<file path="src/rtl/uart_frame_filter_if.sv">
// Byte-level strobes between the frame filter, the UART rx/tx cores and the
// status counters.
interface uart_frame_filter_if;
  logic       rx_dv;
  logic [7:0] rx_byte;
  logic [1:0] mode;
  logic       tx_active;
  logic       tx_done;
  logic       tx_dv;
  logic [7:0] tx_byte;
  logic [15:0] frame_cnt;
  logic [7:0] err_cnt;
  logic [7:0] ovr_cnt;

  modport master (
    output rx_dv, rx_byte, mode, tx_active, tx_done,
    input  tx_dv, tx_byte, frame_cnt, err_cnt, ovr_cnt
  );

  modport slave (
    input  rx_dv, rx_byte, mode, tx_active, tx_done,
    output tx_dv, tx_byte, frame_cnt, err_cnt, ovr_cnt
  );
endinterface

</file>
<file path="src/rtl/uart_frame_filter.sv">
// Parses HEADER/channel/sample frames from the UART receiver, filters each
// sample per channel and sends a framed response through the UART transmitter.
module uart_frame_filter #(
  parameter logic [7:0]  HEADER       = 8'hAA,
  parameter int unsigned SAMPLE_BYTES = 1,
  parameter int unsigned CHANNELS     = 2,
  parameter int unsigned CLIP_LEVEL   = 200,
  parameter int unsigned TIMEOUT_CLKS = 8680
) (
  input logic               clk_50mhz,
  input logic               reset,
  uart_frame_filter_if.slave bus
);
  localparam int unsigned W       = 8 * SAMPLE_BYTES;
  localparam int unsigned IDX_W   = 3;
  localparam int unsigned CH_W    = 2;
  localparam int unsigned TO_W    = $clog2(TIMEOUT_CLKS + 1);
  localparam int unsigned LAST_TX = SAMPLE_BYTES + 1;

  typedef enum logic [1:0] {WAIT_HDR, GET_CH, GET_DATA, COMMIT} p_state_t;
  typedef enum logic [1:0] {IDLE, WAIT_DONE, SEND} tx_state_t;

  p_state_t        p_state, p_next;
  logic [CH_W-1:0] ch;
  logic [IDX_W-1:0] d_idx;
  logic [W-1:0]    sample;
  logic [TO_W-1:0] to_cnt;
  // Sized for the maximum channel count so the channel register indexes it exactly
  logic [W-1:0]    prev [4];

  logic            pend_valid;
  logic [CH_W-1:0] pend_ch;
  logic [W-1:0]    pend_y;
  logic [15:0]     frame_cnt;
  logic [7:0]      err_cnt;
  logic [7:0]      ovr_cnt;

  tx_state_t       tx_state, tx_next;
  logic [IDX_W-1:0] tx_idx, tx_idx_nx;
  logic            tx_dv_q, tx_dv_nx;
  logic [7:0]      tx_byte_q, tx_byte_nx;

  logic            in_frame_c, timeout_c, bad_ch_c, load_c, drop_c, err_c;
  logic            pend_free_c;
  logic [W-1:0]    y_c, p_c;
  logic [W:0]      sum_c;
  logic [IDX_W-1:0] sel_idx_c;
  logic [7:0]      sel_byte_c;

  // Parser next state and event decode
  always_comb begin
    p_next     = p_state;
    bad_ch_c   = 1'b0;
    load_c     = 1'b0;
    drop_c     = 1'b0;
    in_frame_c = (p_state == GET_CH) || (p_state == GET_DATA);
    timeout_c  = in_frame_c && !bus.rx_dv && (to_cnt == TO_W'(TIMEOUT_CLKS - 1));
    unique case (p_state)
      WAIT_HDR: if (bus.rx_dv && (bus.rx_byte == HEADER)) p_next = GET_CH;
      GET_CH: begin
        if (timeout_c) begin
          p_next = WAIT_HDR;
        end else if (bus.rx_dv) begin
          if (bus.rx_byte < 8'(CHANNELS)) begin
            p_next = GET_DATA;
          end else begin
            bad_ch_c = 1'b1;
            p_next   = WAIT_HDR;
          end
        end
      end
      GET_DATA: begin
        if (timeout_c) p_next = WAIT_HDR;
        else if (bus.rx_dv && (d_idx == IDX_W'(SAMPLE_BYTES - 1))) p_next = COMMIT;
      end
      COMMIT: begin
        p_next = WAIT_HDR;
        load_c = !pend_valid;
        drop_c = pend_valid;
      end
      default: p_next = WAIT_HDR;
    endcase
    err_c = bad_ch_c || timeout_c;
  end

  // Filter datapath; the average keeps the carry so it cannot overflow
  always_comb begin
    p_c   = prev[ch];
    sum_c = {1'b0, sample} + {1'b0, p_c};
    y_c   = sample;
    unique case (bus.mode)
      2'd0:    y_c = sample;
      2'd1:    y_c = (sample > W'(CLIP_LEVEL)) ? W'(CLIP_LEVEL) : sample;
      2'd2:    y_c = sample >> 1;
      default: y_c = sum_c[W:1];
    endcase
  end

  always_ff @(posedge clk_50mhz) begin
    if (reset) begin
      p_state    <= WAIT_HDR;
      ch         <= '0;
      d_idx      <= '0;
      sample     <= '0;
      to_cnt     <= '0;
      for (int i = 0; i < 4; i++) prev[i] <= '0;
      pend_valid <= 1'b0;
      pend_ch    <= '0;
      pend_y     <= '0;
      frame_cnt  <= '0;
      err_cnt    <= '0;
      ovr_cnt    <= '0;
    end else begin
      p_state <= p_next;
      if (!in_frame_c || bus.rx_dv || timeout_c) to_cnt <= '0;
      else to_cnt <= to_cnt + TO_W'(1);
      if ((p_state == GET_CH) && bus.rx_dv && !bad_ch_c) begin
        ch    <= bus.rx_byte[CH_W-1:0];
        d_idx <= '0;
      end
      if ((p_state == GET_DATA) && bus.rx_dv) begin
        for (int unsigned b = 0; b < SAMPLE_BYTES; b++)
          if (d_idx == IDX_W'(b)) sample[8*b +: 8] <= bus.rx_byte;
        d_idx <= d_idx + IDX_W'(1);
      end
      if (load_c) begin
        pend_valid <= 1'b1;
        pend_ch    <= ch;
        pend_y     <= y_c;
        prev[ch]   <= sample;
        frame_cnt  <= frame_cnt + 16'd1;
      end else if (pend_free_c) begin
        pend_valid <= 1'b0;
      end
      if (drop_c && (ovr_cnt != 8'hFF)) ovr_cnt <= ovr_cnt + 8'd1;
      if (err_c && (err_cnt != 8'hFF)) err_cnt <= err_cnt + 8'd1;
    end
  end

  // Response byte select: 0 header, 1 channel, then y LSB first
  always_comb begin
    sel_idx_c  = (tx_state == SEND) ? tx_idx : tx_idx + IDX_W'(1);
    sel_byte_c = HEADER;
    if (sel_idx_c == IDX_W'(1)) sel_byte_c = 8'(pend_ch);
    for (int unsigned b = 0; b < SAMPLE_BYTES; b++)
      if (sel_idx_c == IDX_W'(b + 2)) sel_byte_c = pend_y[8*b +: 8];
  end

  // TX next state; a tx_done with the line already free issues the next byte directly
  always_comb begin
    tx_next     = tx_state;
    tx_idx_nx   = tx_idx;
    tx_dv_nx    = 1'b0;
    tx_byte_nx  = tx_byte_q;
    pend_free_c = 1'b0;
    unique case (tx_state)
      IDLE: begin
        if ((pend_valid || load_c) && !bus.tx_active) begin
          tx_dv_nx   = 1'b1;
          tx_byte_nx = HEADER;
          tx_idx_nx  = '0;
          tx_next    = WAIT_DONE;
        end
      end
      WAIT_DONE: begin
        if (bus.tx_done) begin
          if (tx_idx == IDX_W'(LAST_TX)) begin
            pend_free_c = 1'b1;
            tx_next     = IDLE;
          end else begin
            tx_idx_nx = tx_idx + IDX_W'(1);
            if (!bus.tx_active) begin
              tx_dv_nx   = 1'b1;
              tx_byte_nx = sel_byte_c;
            end else begin
              tx_next = SEND;
            end
          end
        end
      end
      SEND: begin
        if (!bus.tx_active) begin
          tx_dv_nx   = 1'b1;
          tx_byte_nx = sel_byte_c;
          tx_next    = WAIT_DONE;
        end
      end
      default: tx_next = IDLE;
    endcase
  end

  always_ff @(posedge clk_50mhz) begin
    if (reset) begin
      tx_state  <= IDLE;
      tx_idx    <= '0;
      tx_dv_q   <= 1'b0;
      tx_byte_q <= '0;
    end else begin
      tx_state  <= tx_next;
      tx_idx    <= tx_idx_nx;
      tx_dv_q   <= tx_dv_nx;
      tx_byte_q <= tx_byte_nx;
    end
  end

  assign bus.tx_dv     = tx_dv_q;
  assign bus.tx_byte   = tx_byte_q;
  assign bus.frame_cnt = frame_cnt;
  assign bus.err_cnt   = err_cnt;
  assign bus.ovr_cnt   = ovr_cnt;
endmodule

</file>
<file path="src/flat_wrapper.sv">
// flat-port wrapper written by rule: the top's interface ports become plain ports
module uart_frame_filter_flat 
#(
  parameter logic [7:0]  HEADER       = 8'hAA,
  parameter int unsigned SAMPLE_BYTES = 1,
  parameter int unsigned CHANNELS     = 2,
  parameter int unsigned CLIP_LEVEL   = 200,
  parameter int unsigned TIMEOUT_CLKS = 8680
)
  (clk_50mhz, reset, bus_rx_dv, bus_rx_byte, bus_mode, bus_tx_active, bus_tx_done, bus_tx_dv, bus_tx_byte, bus_frame_cnt, bus_err_cnt, bus_ovr_cnt);
  uart_frame_filter_if bus_i ();
  input logic clk_50mhz;
  input logic reset;
  input wire logic [$bits(bus_i.rx_dv)-1:0] bus_rx_dv;
  input wire logic [$bits(bus_i.rx_byte)-1:0] bus_rx_byte;
  input wire logic [$bits(bus_i.mode)-1:0] bus_mode;
  input wire logic [$bits(bus_i.tx_active)-1:0] bus_tx_active;
  input wire logic [$bits(bus_i.tx_done)-1:0] bus_tx_done;
  output wire logic [$bits(bus_i.tx_dv)-1:0] bus_tx_dv;
  output wire logic [$bits(bus_i.tx_byte)-1:0] bus_tx_byte;
  output wire logic [$bits(bus_i.frame_cnt)-1:0] bus_frame_cnt;
  output wire logic [$bits(bus_i.err_cnt)-1:0] bus_err_cnt;
  output wire logic [$bits(bus_i.ovr_cnt)-1:0] bus_ovr_cnt;
  assign bus_i.rx_dv = bus_rx_dv;
  assign bus_i.rx_byte = bus_rx_byte;
  assign bus_i.mode = bus_mode;
  assign bus_i.tx_active = bus_tx_active;
  assign bus_i.tx_done = bus_tx_done;
  assign bus_tx_dv = bus_i.tx_dv;
  assign bus_tx_byte = bus_i.tx_byte;
  assign bus_frame_cnt = bus_i.frame_cnt;
  assign bus_err_cnt = bus_i.err_cnt;
  assign bus_ovr_cnt = bus_i.ovr_cnt;
  uart_frame_filter #(.HEADER(HEADER), .SAMPLE_BYTES(SAMPLE_BYTES), .CHANNELS(CHANNELS), .CLIP_LEVEL(CLIP_LEVEL), .TIMEOUT_CLKS(TIMEOUT_CLKS)) u_core (.clk_50mhz(clk_50mhz), .reset(reset), .bus(bus_i));
endmodule
</file>
<file path="config.mk">
export PLATFORM = sky130hd
export DESIGN_NAME = uart_frame_filter_flat
export DESIGN_NICKNAME = d
export VERILOG_FILES = /design/src/rtl/uart_frame_filter_if.sv /design/src/rtl/uart_frame_filter.sv /design/src/flat_wrapper.sv
export SDC_FILE = /design/constraint.sdc
export NUM_CORES = 1
export LEC_CHECK = 0
export ABC_AREA = 1
export CAP_MARGIN = 0
export CORE_ASPECT_RATIO = 1.25
export CORE_UTILIZATION = 54
export CTS_BUF_LIST = sky130_fd_sc_hd__clkbuf_8
export DETAILED_ROUTE_END_ITERATION = 8
export PLACE_DENSITY = 0.79
export SYNTH_ARGS = -nofsm -noshare
export SYNTH_HDL_FRONTEND = slang
export SYNTH_SLANG_ARGS = --single-unit
</file>
<file path="constraint.sdc">
create_clock -name clk_50mhz -period 2.2 [get_ports clk_50mhz]
set_input_delay 0.22 -clock clk_50mhz [delete_from_list [all_inputs] [get_ports clk_50mhz]]
set_output_delay 0.22 -clock clk_50mhz [all_outputs]
set_load 0.005 [all_outputs]
</file>
==> impl_results.md <==
* Met3 WL at approximately 940 um
* Max Slew Vio Count at 0
* Sequential fraction of the synthesis area at 45.8%
* CP top delay family: compound AO/OA/AOI/OAI gates
* Core footprint at 0.0107 mm^2
* Initial antenna violation count at 0
* Worst setup margin at -0.0574 ns
* Asr flop ratio synth at 0%
* CP Max Fanout at 7
* Final Skew at between 0.01 and 0.015 ns
* Status: finished with violations
* Ys flop type: dfxtp_1
* Row cnt at 42
* Yosys warnings at 0
* CP max stage cell: dfxtp_4
* Worst Path Required at 2.55 ns
* I/O pins at 56
* Vias in the first global route at 5310
* Initial Util at between 50% and 60%
* Cell variety after synth at 43
* Worst setup EP type: flop
* Total track usage at 27.7%
* Hold/Removal Path Class: reg2reg
* Inserted Clock Buffers at 17
* Syn_nets at 800
* Tmin final at 2.26 ns
* Final Net Count at 892
* Mapped cell area at 0.00594 mm^2
* CP Buf/Inv Count at 2
* Worst VDD drop at 0.532 mV
* Uppermost layer routed: met4
* MaxCap Viol Count at 0
* Critical path depth at 14
* Critical Path Max Stage Delay at 0.38 ns
* TritonRoute pass-1 iters at 5
* HPWL Detailed at between 10 and 15 mm
* Worst reg2reg path depth at 14
* Vias/cell at around 5.7
* Final Setup Violations at 2
* Worst-path cell chain: buf_6, o21ai_0, o22ai_1, ha_1, buf_4, nand2_1, o21a_1, nand2_1, nand2_1, nand2_1, nand2_1, nand2_1, nand2_1, nand2_1
* Violated checks: setup timing
* Die Width at 95.8 um
* CP Class: reg2reg
* RSZ-0062 raised after global routing: yes
* Diodes inserted at 0
* PD cells at between 800 and 900 mW/mm^2
* Most frequent CP cell: nand2_1
* Syn Inst Count at 760
* Hold Slack at approximately 0.46 ns
* RD Place Congestion at roughly 1.1
* Max_slew headroom at 24.8%
* # DRC at 0
* Die ar. at 0.0114 mm^2
* Global-route wire length before repair at 24.1 mm
* Avg Synthesized Cell Area at 7.82 um^2
* Htree depth at 4
* Worst slew pin tran at 1.12 ns
* Syn-to-layout area delta at 24.3%
* CTS tree: built
* Largest area contributor in the netlist: dfxtp_1
* Iter 0 DRT Violations at 399
* Startpoint Class: flop
* Final period util at 103%
* WL per Instance at 15.1 um
* Leak at a little under 3 nW
* Synth Register Bits at 120
* Maximum number of pins on one net before global-route repair at 18
* Post-synth EDFFs at 32
* Final Hold Vio Count at 0
* Met2 wire length at 7.59 mm
* GRT overflow at 0
* Share of layout cells above drive strength 1 at 12.4%
* WHS Path Cells at 2
* Util after Layout at a little under 70%
* PortBufs at 55
* Die Y-Extent at approximately 120 um
* Via count at 5654
* Met1 Wirelength at 6.05 mm
* Hold buffer count at cts at 0
* Post-synth top area share at 29.7%
* Clock Tree Buf Depth at 2
* Drt total wl at 15.1 mm
* Clock Root Buffer: clkbuf_8
* WP data arrival at 2.60 ns
* Dominant cells by area after synthesis: dfxtp_1 30%, edfxtp_1 16%, nand2_1 9.1%
* Max frequency at 443 MHz
* Setup TNS at -0.0989 ns
* Clk_lat worst skew at 0.44 ns
* Clock Sinks at 120
* ANT nets after route at 0
* Reg clk slew, reported paths at 0.08 ns
==> cells in the final DEF (no fill, tap or decap), drive strengths merged, types with 2 or more instances in the layout <==
master           n
a211oi           3
a21oi           62
a31oi            4
and3             2
buf             31
bufinv           6
clkbuf          17
clkdlybuf4s50   55
clkinvlp         4
dfxtp           88
edfxtp          32
ha              24
inv             96
nand2          148
nand3           48
nand3b           2
nand4            9
nor2           105
nor3            21
nor3b            3
nor4             5
o21a             2
o21ai           68
o22ai            9
or2              2
xnor2            6
xor2             6
==> where the power goes <==
group | internal, mW | switching, mW
clock network | 1.47 | 0.934
logic | 0.440 | 0.778
registers | 2.40 | 0.108
==> stage by stage <==
step / setup WS [ns] / cells / power (mW) / cell area (um^2)
floorplan: 0.00559 / 760 / 3.27 / 5940
global placement: -0.0365 / 960 / 3.64 / 6800
detailed placement: -0.190 / 960 / 3.69 / 6800
CTS: 0.00751 / 994 / 6.09 / 7320
global route: -0.196 / 997 / 6.40 / 7380
finish: -0.0574 / 997 / 6.13 / 7380
==> cell usage after synthesis (all sizes together) (6+ instances only) <==
| cell type | instances |
|---|---|
| clkbuf | 9 |
| xor2 | 6 |
| o21ai | 68 |
| o22ai | 9 |
| nand4 | 9 |
| ha | 24 |
| nor3 | 21 |
| nand3 | 48 |
| edfxtp | 32 |
| xnor2 | 6 |
| nor2 | 105 |
| nand2 | 148 |
| dfxtp | 88 |
| a21oi | 62 |
| inv | 92 |
==> flip-flops by register name (all words and copies together) (netlist names), named ones only <==
register	count
u_core.prev	32
u_core.bus.frame_cnt	16
u_core.to_cnt	14
u_core.bus.err_cnt	8
u_core.bus.ovr_cnt	8
u_core.bus.tx_byte	8
u_core.pend_y	8
u_core.sample	8
u_core.d_idx	3
u_core.tx_idx	3
u_core.ch	2
u_core.p_state	2
u_core.pend_ch	2
u_core.tx_state	2
u_core.bus.tx_dv	1
u_core.pend_valid	1
==> worst paths after layout <==
check,from,endpoint,slack (ns)
hold / removal,u_core.pend_y[2],u_core.bus.tx_byte[2],0.46
setup / recovery,flop,u_core.pend_y[4],-0.06
setup reg to reg,flop,u_core.pend_y[4],-0.06
hold reg to reg,u_core.pend_y[2],u_core.bus.tx_byte[2],0.46
==> layer usage <==
metal	vias up	global-route usage (%)
met5	-	0
met4	0	14.6
met3	53	6.32
met2	212	46.7
met1	2666	31.9
li1	2723	-
==> final cells by class <==
class | instances | area (um^2)
Clock buffer | 17 | 234
Fill cell | 811 | 3290
Timing Repair Buffer | 86 | 788
Clock inverter | 15 | 246
Sequential cell | 120 | 2730
Inverter | 92 | 348
Multi-Input combinational cell | 535 | 2870
Tap cell | 132 | 165
==> worst reg2reg max path: stages (launching register included) <==
cell and delay, ns:
dfxtp_4 0.38, buf_6 0.13, o21ai_0 0.32, o22ai_1 0.15
ha_1 0.34, buf_4 0.16, nand2_1 0.12, o21a_1 0.16
nand2_1 0.05, nand2_1 0.06, nand2_1 0.08, nand2_1 0.07
nand2_1 0.05, nand2_1 0.05, nand2_1 0.05
==> cells by family (layout without fill, tap and decap cells) <==
kind of cell             count (synthesis)  count (layout)  share of synthesized area (%)
flip-flops                             120             120                           45.8
AND/OR/NAND/NOR                        346             346                           26.8
buffers and inverters                  105             210                           6.72
adder cells (fa/ha/maj)                 25              25                           5.39
AO/OA/AOI/OAI                          152             152                           13.5
XOR/XNOR                                12              12                           1.77
==> repair_timing <==
item	4_1_cts	5_1_grt
buffers inserted	2	2
pin swaps	2	10
endpoints found under the hold margin	0	0
gates cloned	0	1
endpoints found under the setup margin	5	7
resized for setup	8	16
(Power assumes the default switching activity.)
==> patch (same settings) <==
`TIMEOUT_CLKS` is set to 8680 in 2 places; all go to 17360.
--- a/src/rtl/uart_frame_filter.sv
+++ b/src/rtl/uart_frame_filter.sv
@@ -6,5 +6,5 @@
   parameter int unsigned CHANNELS     = 2,
   parameter int unsigned CLIP_LEVEL   = 200,
-  parameter int unsigned TIMEOUT_CLKS = 8680
+  parameter int unsigned TIMEOUT_CLKS = 17360
 ) (
   input logic               clk_50mhz,
--- a/src/flat_wrapper.sv
+++ b/src/flat_wrapper.sv
@@ -6,5 +6,5 @@
   parameter int unsigned CHANNELS     = 2,
   parameter int unsigned CLIP_LEVEL   = 200,
-  parameter int unsigned TIMEOUT_CLKS = 8680
+  parameter int unsigned TIMEOUT_CLKS = 17360
 )
   (clk_50mhz, reset, bus_rx_dv, bus_rx_byte, bus_mode, bus_tx_active, bus_tx_done, bus_tx_dv, bus_tx_byte, bus_frame_cnt, bus_err_cnt, bus_ovr_cnt);
Check against the original RTL: same outputs for any inputs over 10 cycles, from zero or initial values and one cycle with reset high; that may be too few to reach the edited logic, so the function may still have changed.
==> patch against the original RTL <==
  * The run ends with design-rule violations left
  * Utilization is 2.5 points lower
  * Clock power decreased by 27%
  * First-iteration DRC count down 39%
  * Total power fell by 13%
  * Synthesized cell count up 7.8%
  * Worst setup slack improved by 0.072 ns
  * Routed wire length decreased by 4.1%
  * Synthesized area up 4.6%
  * Sequential cell count grew 1
  * Design area grew 0.63%
==> patch: results (changes against the original RTL) <==
Finish
  • Sequential share of cell area: 36.9% (about the same)
  • Layout area overhead: 19.5%
  • Number of multi-input logic gates: 573 (+7.1%)
  • Layout fillers: 958 (+18%)
  • Ratio of cells with drive above 1 in the final layout: 10.0% (-2.3 points)
  • Finished Layout Cells: 1051 (+5.4%)
  • Top Registers: u_core.prev (32), u_core.bus.frame_cnt (16), u_core.to_cnt (15)
  • Nets@finish: 944 (+5.8%)
  • Sequential cell count: 121 (+0.83%)

Global route
  • Met1 Use GR: 29.8% (-2.1 points)
  • Largest net degree at the start of global routing: 26 (+8)
  • Tot GR Track Use: 25.2% (-2.4 points)
  • GR Layer Usage met3: 4.99% (-1.3 points)

Critical path
  • Crit Path Max Fanout: 10 (+3)
  • Arr. time, crit path: 2.52 ns (-0.08 ns)

Synthesis
  • Synth Area in Adders: 5.15% (-0.24 points)
  • Post-Synth XOR/XNOR Area: 2.25% (+0.49 points)
  • Seq/Total Area, Yosys: 44.1% (-1.7 points)
  • Share of the synthesized area in the top cell type: 28.7% (-0.99 points)
  • Post-synthesis compound-gate area fraction: 12.6% (-0.90 points)
  • Most frequent cells after synthesis: nand2_1, nor2_1, inv_1, dfxtp_1, o21ai_0

Detailed routing
  • Per-cell routed wire length: 13.8 microns (-9.0%)
  • Met1 Routed Length: 6320 microns (+4.5%)
  • Metal2 WL: 7130 microns (-6.1%)
  • Residual DRC: 1 (+1)

Place
  • Placed cells: 1015 (+5.7%)
  • Post-DP HPWL: 10700 microns (+0.25%)
  • Pre-CTS WS: 0.0721 ns (+0.262 ns)
  • Placer Congestion: 0.909 (-17%)

Pwr
  • Leak: 2.99 nW (+1.4%)
  • Internal: 0.00367 W (-15%)

Run status
  • Status: finished with violations
  • Violated checks: design-rule violations

Hold path
  • Hold crit path type: primary input to flop

Floorplanning
  • Core box area: 11100 sq um (+4.4%)
patch: changes by cell type in the layout (fill, tap and decap cells not counted), moves of 3 or more:
cell	before	now
clkinvlp_4	4	1
buf_4	28	24
bufinv_16	6	1
nor2_2	6	3
nand2_1	141	166
clkinv_2	0	6
a21oi_1	58	53
a31oi_1	4	7
o21ai_1	9	3
a21oi_2	4	1
nand4_1	8	12
inv_1	86	106
nor2_1	97	116
patch: final timing paths:
check / start / to / slack (ns)
max reg2reg: flop / u_core.pend_y[5] / 0.02
max: flop / u_core.pend_y[5] / 0.02
min: bus_rx_byte[7] / u_core.sample[7] / 0.42
min reg2reg: u_core.to_cnt[0] / u_core.to_cnt[0] / 0.45
patch: repair_timing:
| item | 4_1_cts | 5_1_grt |
|---|---|---|
| setup buffers | 0 | 4 |
| resized for setup | 0 | 10 |
| endpoints found under the setup margin | 0 | 7 |
